<file path="src/rtl/time_set_ctrl_pkg.sv">
// rtl/time_set_ctrl_pkg.sv - shared encodings, field ranges and BCD helpers for time_set_ctrl
package time_set_ctrl_pkg;

  localparam logic [1:0] MODEL_TIME = 2'b00;
  localparam logic [1:0] MODEL_DATE = 2'b01;
  localparam logic [1:0] MODEL_ADJ  = 2'b11;

  typedef enum logic [1:0] {
    RUN_T = 2'd0,
    RUN_D = 2'd1,
    ADJ_T = 2'd2,
    ADJ_D = 2'd3
  } state_t;

  localparam logic [1:0] FIELD_HI  = 2'd2;
  localparam logic [1:0] FIELD_MID = 2'd1;
  localparam logic [1:0] FIELD_LO  = 2'd0;

  localparam logic [7:0] HOUR_MIN  = 8'd0;
  localparam logic [7:0] HOUR_MAX  = 8'd23;
  localparam logic [7:0] MS_MIN    = 8'd0;
  localparam logic [7:0] MS_MAX    = 8'd59;
  localparam logic [7:0] YEAR_MIN  = 8'd0;
  localparam logic [7:0] YEAR_MAX  = 8'd99;
  localparam logic [7:0] MONTH_MIN = 8'd1;
  localparam logic [7:0] MONTH_MAX = 8'd12;
  localparam logic [7:0] DAY_MIN   = 8'd1;

  localparam logic [23:0] TIME_RST = 24'h000000;
  localparam logic [23:0] DATE_RST = 24'h000101;

  localparam logic [7:0] MONTH_DAYS [1:12] = '{
    8'd31, 8'd28, 8'd31, 8'd30, 8'd31, 8'd30,
    8'd31, 8'd31, 8'd30, 8'd31, 8'd30, 8'd31
  };

  function automatic logic bcd_valid(input logic [7:0] v);
    return (v[7:4] <= 4'd9) && (v[3:0] <= 4'd9);
  endfunction

  function automatic logic [7:0] bcd2bin(input logic [7:0] v);
    return {4'd0, v[7:4]} * 8'd10 + {4'd0, v[3:0]};
  endfunction

  function automatic logic [7:0] bin2bcd(input logic [7:0] b);
    return (b / 8'd10) * 8'd16 + (b % 8'd10);
  endfunction

  // Anything not a valid in-range BCD value restarts the field at its minimum.
  function automatic logic [7:0] field_inc(input logic [7:0] v, input logic [7:0] lo,
                                           input logic [7:0] hi);
    logic [7:0] b;
    b = bcd2bin(v);
    if (!bcd_valid(v) || b < lo || b >= hi) return bin2bcd(lo);
    return bin2bcd(b + 8'd1);
  endfunction

  function automatic logic [7:0] month_days(input logic [7:0] mo);
    logic [7:0] b;
    b = bcd2bin(mo);
    if (bcd_valid(mo) && b >= MONTH_MIN && b <= MONTH_MAX) return MONTH_DAYS[b[3:0]];
    return 8'd31;
  endfunction

  function automatic logic [5:0] blink_for(input logic [1:0] f);
    case (f)
      FIELD_HI:  return 6'b110000;
      FIELD_MID: return 6'b001100;
      default:   return 6'b000011;
    endcase
  endfunction

endpackage

</file>
<file path="src/rtl/key_debounce.sv">
// rtl/key_debounce.sv - active-low key debouncer emitting a one-cycle press pulse
module key_debounce #(
  parameter int DB_CNT = 500_000
) (
  input  logic clk,
  input  logic rst_n,
  input  logic key_in,
  output logic press
);

  localparam int CW = (DB_CNT < 2) ? 1 : $clog2(DB_CNT + 1);

  logic [1:0]    sync;
  logic          level;
  logic [CW-1:0] cnt;

  // level only flips after DB_CNT consecutive disagreeing samples; a press is the high->low flip
  always_ff @(posedge clk or negedge rst_n) begin
    if (!rst_n) begin
      sync  <= 2'b11;
      level <= 1'b1;
      cnt   <= '0;
      press <= 1'b0;
    end else begin
      sync  <= {sync[0], key_in};
      press <= 1'b0;
      if (sync[1] == level) begin
        cnt <= '0;
      end else if (cnt == CW'(DB_CNT - 1)) begin
        level <= sync[1];
        cnt   <= '0;
        press <= ~sync[1];
      end else begin
        cnt <= cnt + 1'b1;
      end
    end
  end

endmodule

</file>
<file path="src/rtl/time_set_ctrl.sv">
// rtl/time_set_ctrl.sv - key-driven display mode FSM and BCD time/date editor
module time_set_ctrl
  import time_set_ctrl_pkg::*;
#(
  parameter int DB_CNT = 500_000
) (
  input  logic        clk,
  input  logic        rst_n,
  input  logic        key_mode,
  input  logic        key_sel,
  input  logic        key_inc,
  input  logic [23:0] time_num,
  input  logic [23:0] data_num,
  output logic [1:0]  model,
  output logic        date_time_ch,
  output logic [23:0] adjust_time_num,
  output logic [23:0] adjust_date_num,
  output logic [5:0]  blink_mask
);

  logic       mode_p, sel_p, inc_p;
  state_t     state;
  logic [1:0] field;
  logic [1:0] field_nxt;
  logic       adjusting;
  logic [7:0] mo_inc, mo_inc_days, day_cur_max;

  key_debounce #(.DB_CNT(DB_CNT)) u_db_mode (.clk(clk), .rst_n(rst_n), .key_in(key_mode), .press(mode_p));
  key_debounce #(.DB_CNT(DB_CNT)) u_db_sel  (.clk(clk), .rst_n(rst_n), .key_in(key_sel),  .press(sel_p));
  key_debounce #(.DB_CNT(DB_CNT)) u_db_inc  (.clk(clk), .rst_n(rst_n), .key_in(key_inc),  .press(inc_p));

  always_comb begin
    adjusting   = (state == ADJ_T) || (state == ADJ_D);
    field_nxt   = (field == FIELD_LO) ? FIELD_HI : field - 2'd1;
    mo_inc      = field_inc(adjust_date_num[15:8], MONTH_MIN, MONTH_MAX);
    mo_inc_days = month_days(mo_inc);
    day_cur_max = month_days(adjust_date_num[15:8]);
  end

  always_ff @(posedge clk or negedge rst_n) begin
    if (!rst_n) begin
      state           <= RUN_T;
      model           <= MODEL_TIME;
      date_time_ch    <= 1'b0;
      adjust_time_num <= TIME_RST;
      adjust_date_num <= DATE_RST;
      field           <= FIELD_HI;
      blink_mask      <= 6'b000000;
    end else if (mode_p) begin
      field <= FIELD_HI;
      unique case (state)
        RUN_T: begin
          state        <= RUN_D;
          model        <= MODEL_DATE;
          date_time_ch <= 1'b1;
          blink_mask   <= 6'b000000;
        end
        RUN_D: begin
          state           <= ADJ_T;
          model           <= MODEL_ADJ;
          date_time_ch    <= 1'b0;
          blink_mask      <= blink_for(FIELD_HI);
          adjust_time_num <= time_num;
        end
        ADJ_T: begin
          state           <= ADJ_D;
          model           <= MODEL_ADJ;
          date_time_ch    <= 1'b1;
          blink_mask      <= blink_for(FIELD_HI);
          adjust_date_num <= data_num;
        end
        ADJ_D: begin
          state        <= RUN_T;
          model        <= MODEL_TIME;
          date_time_ch <= 1'b0;
          blink_mask   <= 6'b000000;
        end
      endcase
    end else if (sel_p && adjusting) begin
      field      <= field_nxt;
      blink_mask <= blink_for(field_nxt);
    end else if (inc_p && state == ADJ_T) begin
      case (field)
        FIELD_HI:  adjust_time_num[23:16] <= field_inc(adjust_time_num[23:16], HOUR_MIN, HOUR_MAX);
        FIELD_MID: adjust_time_num[15:8]  <= field_inc(adjust_time_num[15:8], MS_MIN, MS_MAX);
        default:   adjust_time_num[7:0]   <= field_inc(adjust_time_num[7:0], MS_MIN, MS_MAX);
      endcase
    end else if (inc_p && state == ADJ_D) begin
      case (field)
        FIELD_HI:  adjust_date_num[23:16] <= field_inc(adjust_date_num[23:16], YEAR_MIN, YEAR_MAX);
        FIELD_MID: begin
          adjust_date_num[15:8] <= mo_inc;
          // a day past the new month's end is pulled back to that month's last day
          if (bcd2bin(adjust_date_num[7:0]) > mo_inc_days)
            adjust_date_num[7:0] <= bin2bcd(mo_inc_days);
        end
        default:   adjust_date_num[7:0] <= field_inc(adjust_date_num[7:0], DAY_MIN, day_cur_max);
      endcase
    end
  end

endmodule

</file>
<file path="config.mk">
export PLATFORM = sky130hd
export DESIGN_NAME = time_set_ctrl
export DESIGN_NICKNAME = d
export VERILOG_FILES = /design/src/rtl/time_set_ctrl_pkg.sv /design/src/rtl/key_debounce.sv /design/src/rtl/time_set_ctrl.sv
export SDC_FILE = /design/constraint.sdc
export NUM_CORES = 1
export LEC_CHECK = 0
export CORE_ASPECT_RATIO = 1.2
export CORE_MARGIN = 1.5
export CORE_UTILIZATION = 58
export DETAILED_ROUTE_END_ITERATION = 12
export DONT_BUFFER_PORTS = 1
export PLACE_DENSITY = 0.78
export SLEW_MARGIN = 20
export SYNTH_ARGS = -nofsm -noshare
export SYNTH_HDL_FRONTEND = slang
export SYNTH_SLANG_ARGS = --single-unit
</file>
<file path="constraint.sdc">
create_clock -name clk -period 16.66 [get_ports clk]
set_input_delay 3.332 -clock clk [delete_from_list [all_inputs] [get_ports clk]]
set_output_delay 3.332 -clock clk [all_outputs]
set_load 0.05 [all_outputs]
</file>
=== Yosys cells after proc, flatten, opt, wreduce, memory -nomap -nowiden ===
Memory sizes are Yosys's and may differ from the RTL's.
Cells that the tools add are included.

* $add $sub $neg: 24
* Multiply operators: 7
* Div/mod/pow operators: 14
* $lt $le $gt $ge: 33
* Equal/unequal tests: 20
* Muxes and demuxes: 88
* Bitwise operators: 8
* Reductions and logical operators: 54

{| class="wikitable"
|+ Operator list
! kind !! count
|-
| 24-bit two-way mux || 9
|-
| 8-bit two-way mux || 26
|-
| 19-bit two-way mux || 6
|-
| 19-bit by 1-bit adder with 19-bit output, second input constant || 3
|-
| 19-bit == test, second input constant || 3
|-
| 8-bit by 4-bit adder with 8-bit output || 7
|-
| 8-bit adder || 7
|-
| 8-bit by 4-bit divider with 8-bit output, second input constant || 7
|-
| 4-bit <= comparator, second input constant || 14
|-
| 8-bit by 4-bit modulo with 8-bit output, second input constant || 7
|-
| 4-bit by 3-bit multiplier with 7-bit output, second input constant || 7
|-
| 8-bit by 1-bit adder with 8-bit output, second input constant || 6
|-
| 8-bit by 1-bit < comparator with 1-bit output, second input constant || 6
|-
| 1-bit two-way mux || 36
|-
| 6-bit one-hot mux with 2 select lines || 2
|-
| 8-bit by 1-bit greater-or-equal comparator with 1-bit output, second input constant || 2
|-
| 8-bit by 6-bit greater-or-equal comparator with 1-bit output, second input constant || 2
|-
| 8-bit by 4-bit <= comparator with 1-bit output, second input constant || 2
|-
| 8-bit one-hot mux with 2 select lines || 1
|-
| 1-bit logical AND || 14
|-
| 1-bit logical OR || 13
|-
| 6-bit two-way mux || 2
|-
| 4-bit AND reduction || 3
|-
| 5-bit greater-or-equal comparator, second input constant || 2
|-
| other kinds (25) || 61
|}

* Register bits after elaboration: 130
* ROM bits: 256
* Bits of input ports: 53
* Output and inout port bits: 57
* Logic and storage cells: 273
* Memories kept: 2

{| class="wikitable"
|+ Memory list
! memory !! depth !! width !! read ports !! clocked after Yosys merged registers in !! wr ports !! RTL line !! source
|-
| (no name shown) || 16 || 8 || 1 || 0 || 0 || time_set_ctrl_pkg.sv:61 || <nowiki>if (bcd_valid(mo) && b >= MONTH_MIN && b <= MONTH_MAX) return MONTH_DAYS[b[3:0]];</nowiki>
|-
| (no name shown) || 16 || 8 || 1 || 0 || 0 || time_set_ctrl_pkg.sv:61 ||
|}

=== Logic depth before layout (Yosys ltp) ===
* Depth in word-level cells: 23
* Depth in mapped cells: 44
* Mapped depth without buffers: 42

=== Cells and area by module ===
Synthesis repeated with hierarchy kept, for this count alone.

* Cell total of the unflattened synthesis: 1,935
* Area, all modules: 15,518.6 µm²

{| class="wikitable"
|+ Modules (own cells, without submodules)
! module !! instances !! cells each !! area each (µm²) !! seq. area each (µm²)
|-
| time_set_ctrl || 1 || 1,605 || 12,151.7 || 1,405.1
|-
| key_debounce || 3 || 110 || 1,122.3 || 579.3
|}

=== Worst setup path before layout ===
Ideal clock, no wire load.

* Kind: flip-flop to flip-flop
* From: register adjust_date_num[13]
* To: register adjust_date_num[1]
* Setup time: 0.137 ns
* Arrival time: 8.730 ns
* Data required time: 16.523 ns
* Slack: 7.793 ns
* Cell stages (with the launch flop): 41
* Buffers on the path: 2
* Clock period less this slack: 8.867 ns
* Cells stage by stage: dfrtp_1 ha_1 ha_1 a21boi_0 nor2_1 or4_4 a2111oi_4 nor2_1 ha_1 a21bo_2 nand2_1 clkbuf_1 a41oi_1 a21boi_1 o2bb2ai_1 nor2_1 nor2_1 ha_1 [5 not listed] ha_1 ha_1 fa_1 nand2_1 o21bai_1 nor3_1 a31oi_1 nor4_1 mux2_4 nor3b_1 ha_1 a21oi_1 a211oi_1 nand2_1 nand4_1 nand2_1 clkbuf_1 o21ai_0

* Longest elaborated chain between the ends: 23
* Elaborated cells on any way between the ends: 62
* Classes of those cells: add/sub (5); mul (2); div (3); order compare (11); eq/ne (1); mux (25); bitwise (2); reduce/logical (11); memory (2)

{| class="wikitable"
|+ Ends and longest elaborated chain
! what !! RTL line !! source
|-
| start: declaration || time_set_ctrl.sv:17 || <nowiki>output logic [23:0] adjust_date_num,</nowiki>
|-
| start signal: assignment || time_set_ctrl.sv:70 || <nowiki>adjust_date_num <= data_num;</nowiki>
|-
| start signal: assignment || time_set_ctrl.sv:92 || <nowiki>adjust_date_num[15:8] <= mo_inc;</nowiki>
|-
| branches (longest 23 deep; another with 8-bit by 4-bit adder with 8-bit output) || n/a ||
|}

Parallel ways; which one is timed is not known. The select of a mux whose other input is x is not followed.
A chain may end at the register's enable or synchronous reset.

=== Worst setup path in the final report ===
* From: register adjust_date_num[13]
* To: register adjust_date_num[4]

* Longest elaborated chain between the ends: 23
* Elaborated cells on any way between the ends: 63
* Classes of those cells: add/sub (5); mul (2); div (4); order compare (11); eq/ne (1); mux (25); bitwise (2); reduce/logical (11); memory (2)

{| class="wikitable"
|+ Ends and longest elaborated chain
! what
|-
| branches (longest 23 deep; another with 8-bit by 4-bit adder with 8-bit output)
|}

Parallel ways; which one is timed is not known. The select of a mux whose other input is x is not followed.

==> results.py <==
metrics = {
    "floorplan": {
        "core_area_sq_um": 25700,
        "start_util_pct": 59.4,
        "dieArea_sq_um": 27300,
        "fp.dieW_microns": 151,
        "die_h_microns": 181,
        "num_rows": 64,
        "io_pins": 110,
    },
    "synth": {
        "synth_top_area_share_pct": 18.5,
        "postSynthAreaPerCell_sq_um": 8.04,
        "synth_edf_count": 0,
        "synth-seq-area-share_pct": 20.6,
        "ys_types": 120,
        "async_flop_share_pct": 100,
        "syn-cell-area_sq_um": 15300,
        "ys_top_cells_by_area": "dfrtp_1 19%, ha_1 9.7%, nor2_1 5.7%",
        "postSynthCellCount": 1900,
        "dominantRegCellSynth": "dfrtp_1",
        "syn-num-nets": 2090,
        "yosys.area.top_type": "dfrtp_1",
        "yosys_warnings": 0,
        "ys_seq_elements": 125,
    },
    "worst_setup_path": {
        "path_class": "reg -> reg",
        "path_max_fanout": 16,
        "r2r-start": "adjust_date_num[13]$_DFFE_PN0P_",
        "reg2reg_setup_slack_ns": 6.31,
        "slowest_stage": "dfrtp_1",
        "r2r_end": "adjust_date_num[4]$_DFFE_PN0P_",
        "cp_data_arrival_time_ns": 10.66,
        "crit_path_max_incr_delay_ns": 0.62,
        "startpoint_type": "flop",
        "cp-end-kind": "flop",
        "reg2reg_depth": 39,
        "cp_data_required_time_ns": 16.97,
        "crit_path_frequent_cell": "ha_1",
    },
    "min_path": {
        "hold_depth": 0,
        "hold_start": "u_db_mode.sync[0]$_DFF_PN1_",
        "worstHoldPathType": "reg -> reg",
        "min_to": "u_db_mode.sync[1]$_DFF_PN1_",
    },
    "clock_network": {
        "cts_hold_buf": 0,
        "clk_pin_slew_ns": 0.06,
        "cts.sinks": 125,
        "cts_made_buffers": 17,
        "clock_tree.root_cell": "clkbuf_16",
        "post_cts_buffers": 0,
        "htreeDepth": 4,
        "clk_latency_ns": 0.44,
        "cts_buffer_depth": 2,
        "cts_tree": "yes",
        "cts_resized": 0,
    },
    "timing": {
        "fmax_mhz": 96.6,
        "period_share_pct": 62.1,
        "finalHoldViolCount": 0,
        "worstMarginPinSlew_ns": 1.10,
        "setup_viol": 0,
        "rsz0062_at_grt": "false",
        "tns_ns": 0,
        "slew_headroom_pct": 26.0,
        "fin_crit_ns": 10.35,
        "skew_ns": 0.00757,
        "slew_viol_final": 0,
    },
    "global_route": {
        "grt.overflow.total": 0,
        "grt_max_degree": 126,
        "grt_pass1_vias": 13661,
        "track_usage_pct": 28.1,
        "grt_pass1_wl_microns": 63900,
        "antenna_found_initial": 0,
    },
    "route": {
        "dr.pass1.iters": 6,
        "drt-total-wl_microns": 37900,
        "vias": 14241,
        "avgViaCountPerCell": 6.46,
        "drt_iter0_drc": 998,
        "drcViolationCount": 0,
        "wl_per_cell_microns": 17.2,
        "postRouteAntennaNets": 0,
    },
    "place": {
        "placed_area_sq_um": 15400,
        "dp_cells": 2173,
        "io_buffers": 0,
        "hpwl_microns": 28600,
        "gp_congestion": 0.947,
    },
    "pwr": {
        "irDropWorstVdd_mv": 0.0771,
        "p_per_area_nw_per_um2": 43.5,
        "p_leak_nw": 6.82,
    },
    "flow_run": {
        "drv_cap": 0,
    },
    "finish": {
        "stdcell_count": 2205,
        "final_nets": 2052,
        "area_growth_pct": 5.04,
        "layout_common_cells": "231 x nor2_1, 162 x nand2_1, 118 x ha_1",
        "insertedDiodeCount": 0,
        "final_common_cell": "nor2_1",
        "fin_area_sq_um": 16000,
        "layout-drive-gt1-share_pct": 8.27,
    },
    "run_status": {
        "status": "completed",
    },
}
==> area by class of cell <==
class	count	area, sq um
clock inverters	14	161
repair buffers	6	45.0
well taps	330	413
fillers	2244	9670
multi-input cells	1643	11600
inverters	69	262
flip-flops and latches	125	3140
clock buffers	18	429
==> registers in the layout, summed over array words and instances (netlist names) <==
register / flops
adjust_date_num: 24
adjust_time_num: 24
u_db_inc.cnt: 19
u_db_mode.cnt: 19
u_db_sel.cnt: 19
blink_mask: 3
model: 2
u_db_inc.sync: 2
u_db_mode.sync: 2
u_db_sel.sync: 2
date_time_ch: 1
field: 1
state: 1
u_db_inc.level: 1
u_db_inc.press: 1
u_db_mode.level: 1
u_db_mode.press: 1
u_db_sel.level: 1
u_db_sel.press: 1
==> synthesized netlist by cell type (all sizes together), types with 19 or more instances <==
| library cell | instances |
|---|---|
| nor2 | 234 |
| nand2 | 164 |
| a21oi | 125 |
| ha | 118 |
| dfrtp | 113 |
| o21ai | 110 |
| xnor2 | 101 |
| nand3 | 77 |
| inv | 69 |
| xor2 | 69 |
| nor3 | 54 |
| and3 | 38 |
| clkbuf | 32 |
| buf | 31 |
| a221oi | 29 |
| a21o | 28 |
| and2 | 26 |
| mux2i | 24 |
| nor4 | 24 |
| a211oi | 22 |
| a31oi | 22 |
| nand4 | 21 |
| o211ai | 20 |
| fa | 19 |
==> worst max path at each step <==
stage                                     from  slack [ns]  cells past startpoint                        endpoint
6_report       adjust_date_num[13]$_DFFE_PN0P_        6.31                     39  adjust_date_num[4]$_DFFE_PN0P_
5_1_grt        adjust_date_num[14]$_DFFE_PN0P_        5.43                     38  adjust_date_num[4]$_DFFE_PN0P_
3_5_place_dp   adjust_date_num[13]$_DFFE_PN0P_        6.52                     39  adjust_date_num[4]$_DFFE_PN0P_
4_1_cts        adjust_date_num[13]$_DFFE_PN0P_        6.47                     39  adjust_date_num[4]$_DFFE_PN0P_
2_1_floorplan  adjust_date_num[13]$_DFFE_PN0P_        7.79                     40  adjust_date_num[1]$_DFFE_PN0P_
3_3_place_gp   adjust_date_num[13]$_DFFE_PN0P_        7.00                     39  adjust_date_num[3]$_DFFE_PN0P_
==> logic make-up (layout without fill, tap and decap cells) <==
kind of cell               after synthesis  count (layout)  share of synthesized area, %
buffers and inverters                  132             107                          3.65
xor gates and xnor gates               171             171                          10.3
muxes                                   42              42                          2.93
adders and majority gates              141             141                          12.4
and+or+nand+nor                        738             738                          24.1
AOI/OAI and AO/OA                      551             551                          26.0
DFF                                    125             125                          20.6
==> per-stage QoR <==
stage / utilization [%] / setup WS, ns / hold slack, ns / power [W]
floorplan: - / 7.79 / 0.345 / 0.000319
global placement: 60.0 / 7.00 / 0.348 / 0.000320
detailed placement: 60.0 / 6.52 / 0.347 / 0.000321
CTS: 62.3 / 6.47 / 0.356 / 0.000705
global route: 62.4 / 5.43 / 0.359 / 0.000718
finish: 62.4 / 6.31 / 0.356 / 0.000697
==> critical path, delay by kind of cell, from the launching register on <==
kind                       cells  cell delay [ns]
DFF                            1             0.62
xor gates and xnor gates       1             0.12
adders and majority gates      8             2.58
AOI/OAI and AO/OA             15             3.58
muxes                          1             0.23
and+or+nand+nor               14             3.09
==> per-layer routing <==
layer,GRT usage (%),up-vias,part of all wire (%)
met1,35.7,6775,44
met3,4.82,84,4.9
met5,0,-,0
li1,-,6978,-
met4,12.3,0,3.5
met2,46.5,404,48
==> power by group <==
group	switching [W]	internal (W)	total, W
combinational	0.00000382	0.00000233	0.00000615
clock	0.000158	0.000223	0.000382
sequential	0.00000225	0.000307	0.000309
total	0.000164	0.000533	0.000697
(Power assumes the default switching activity.)
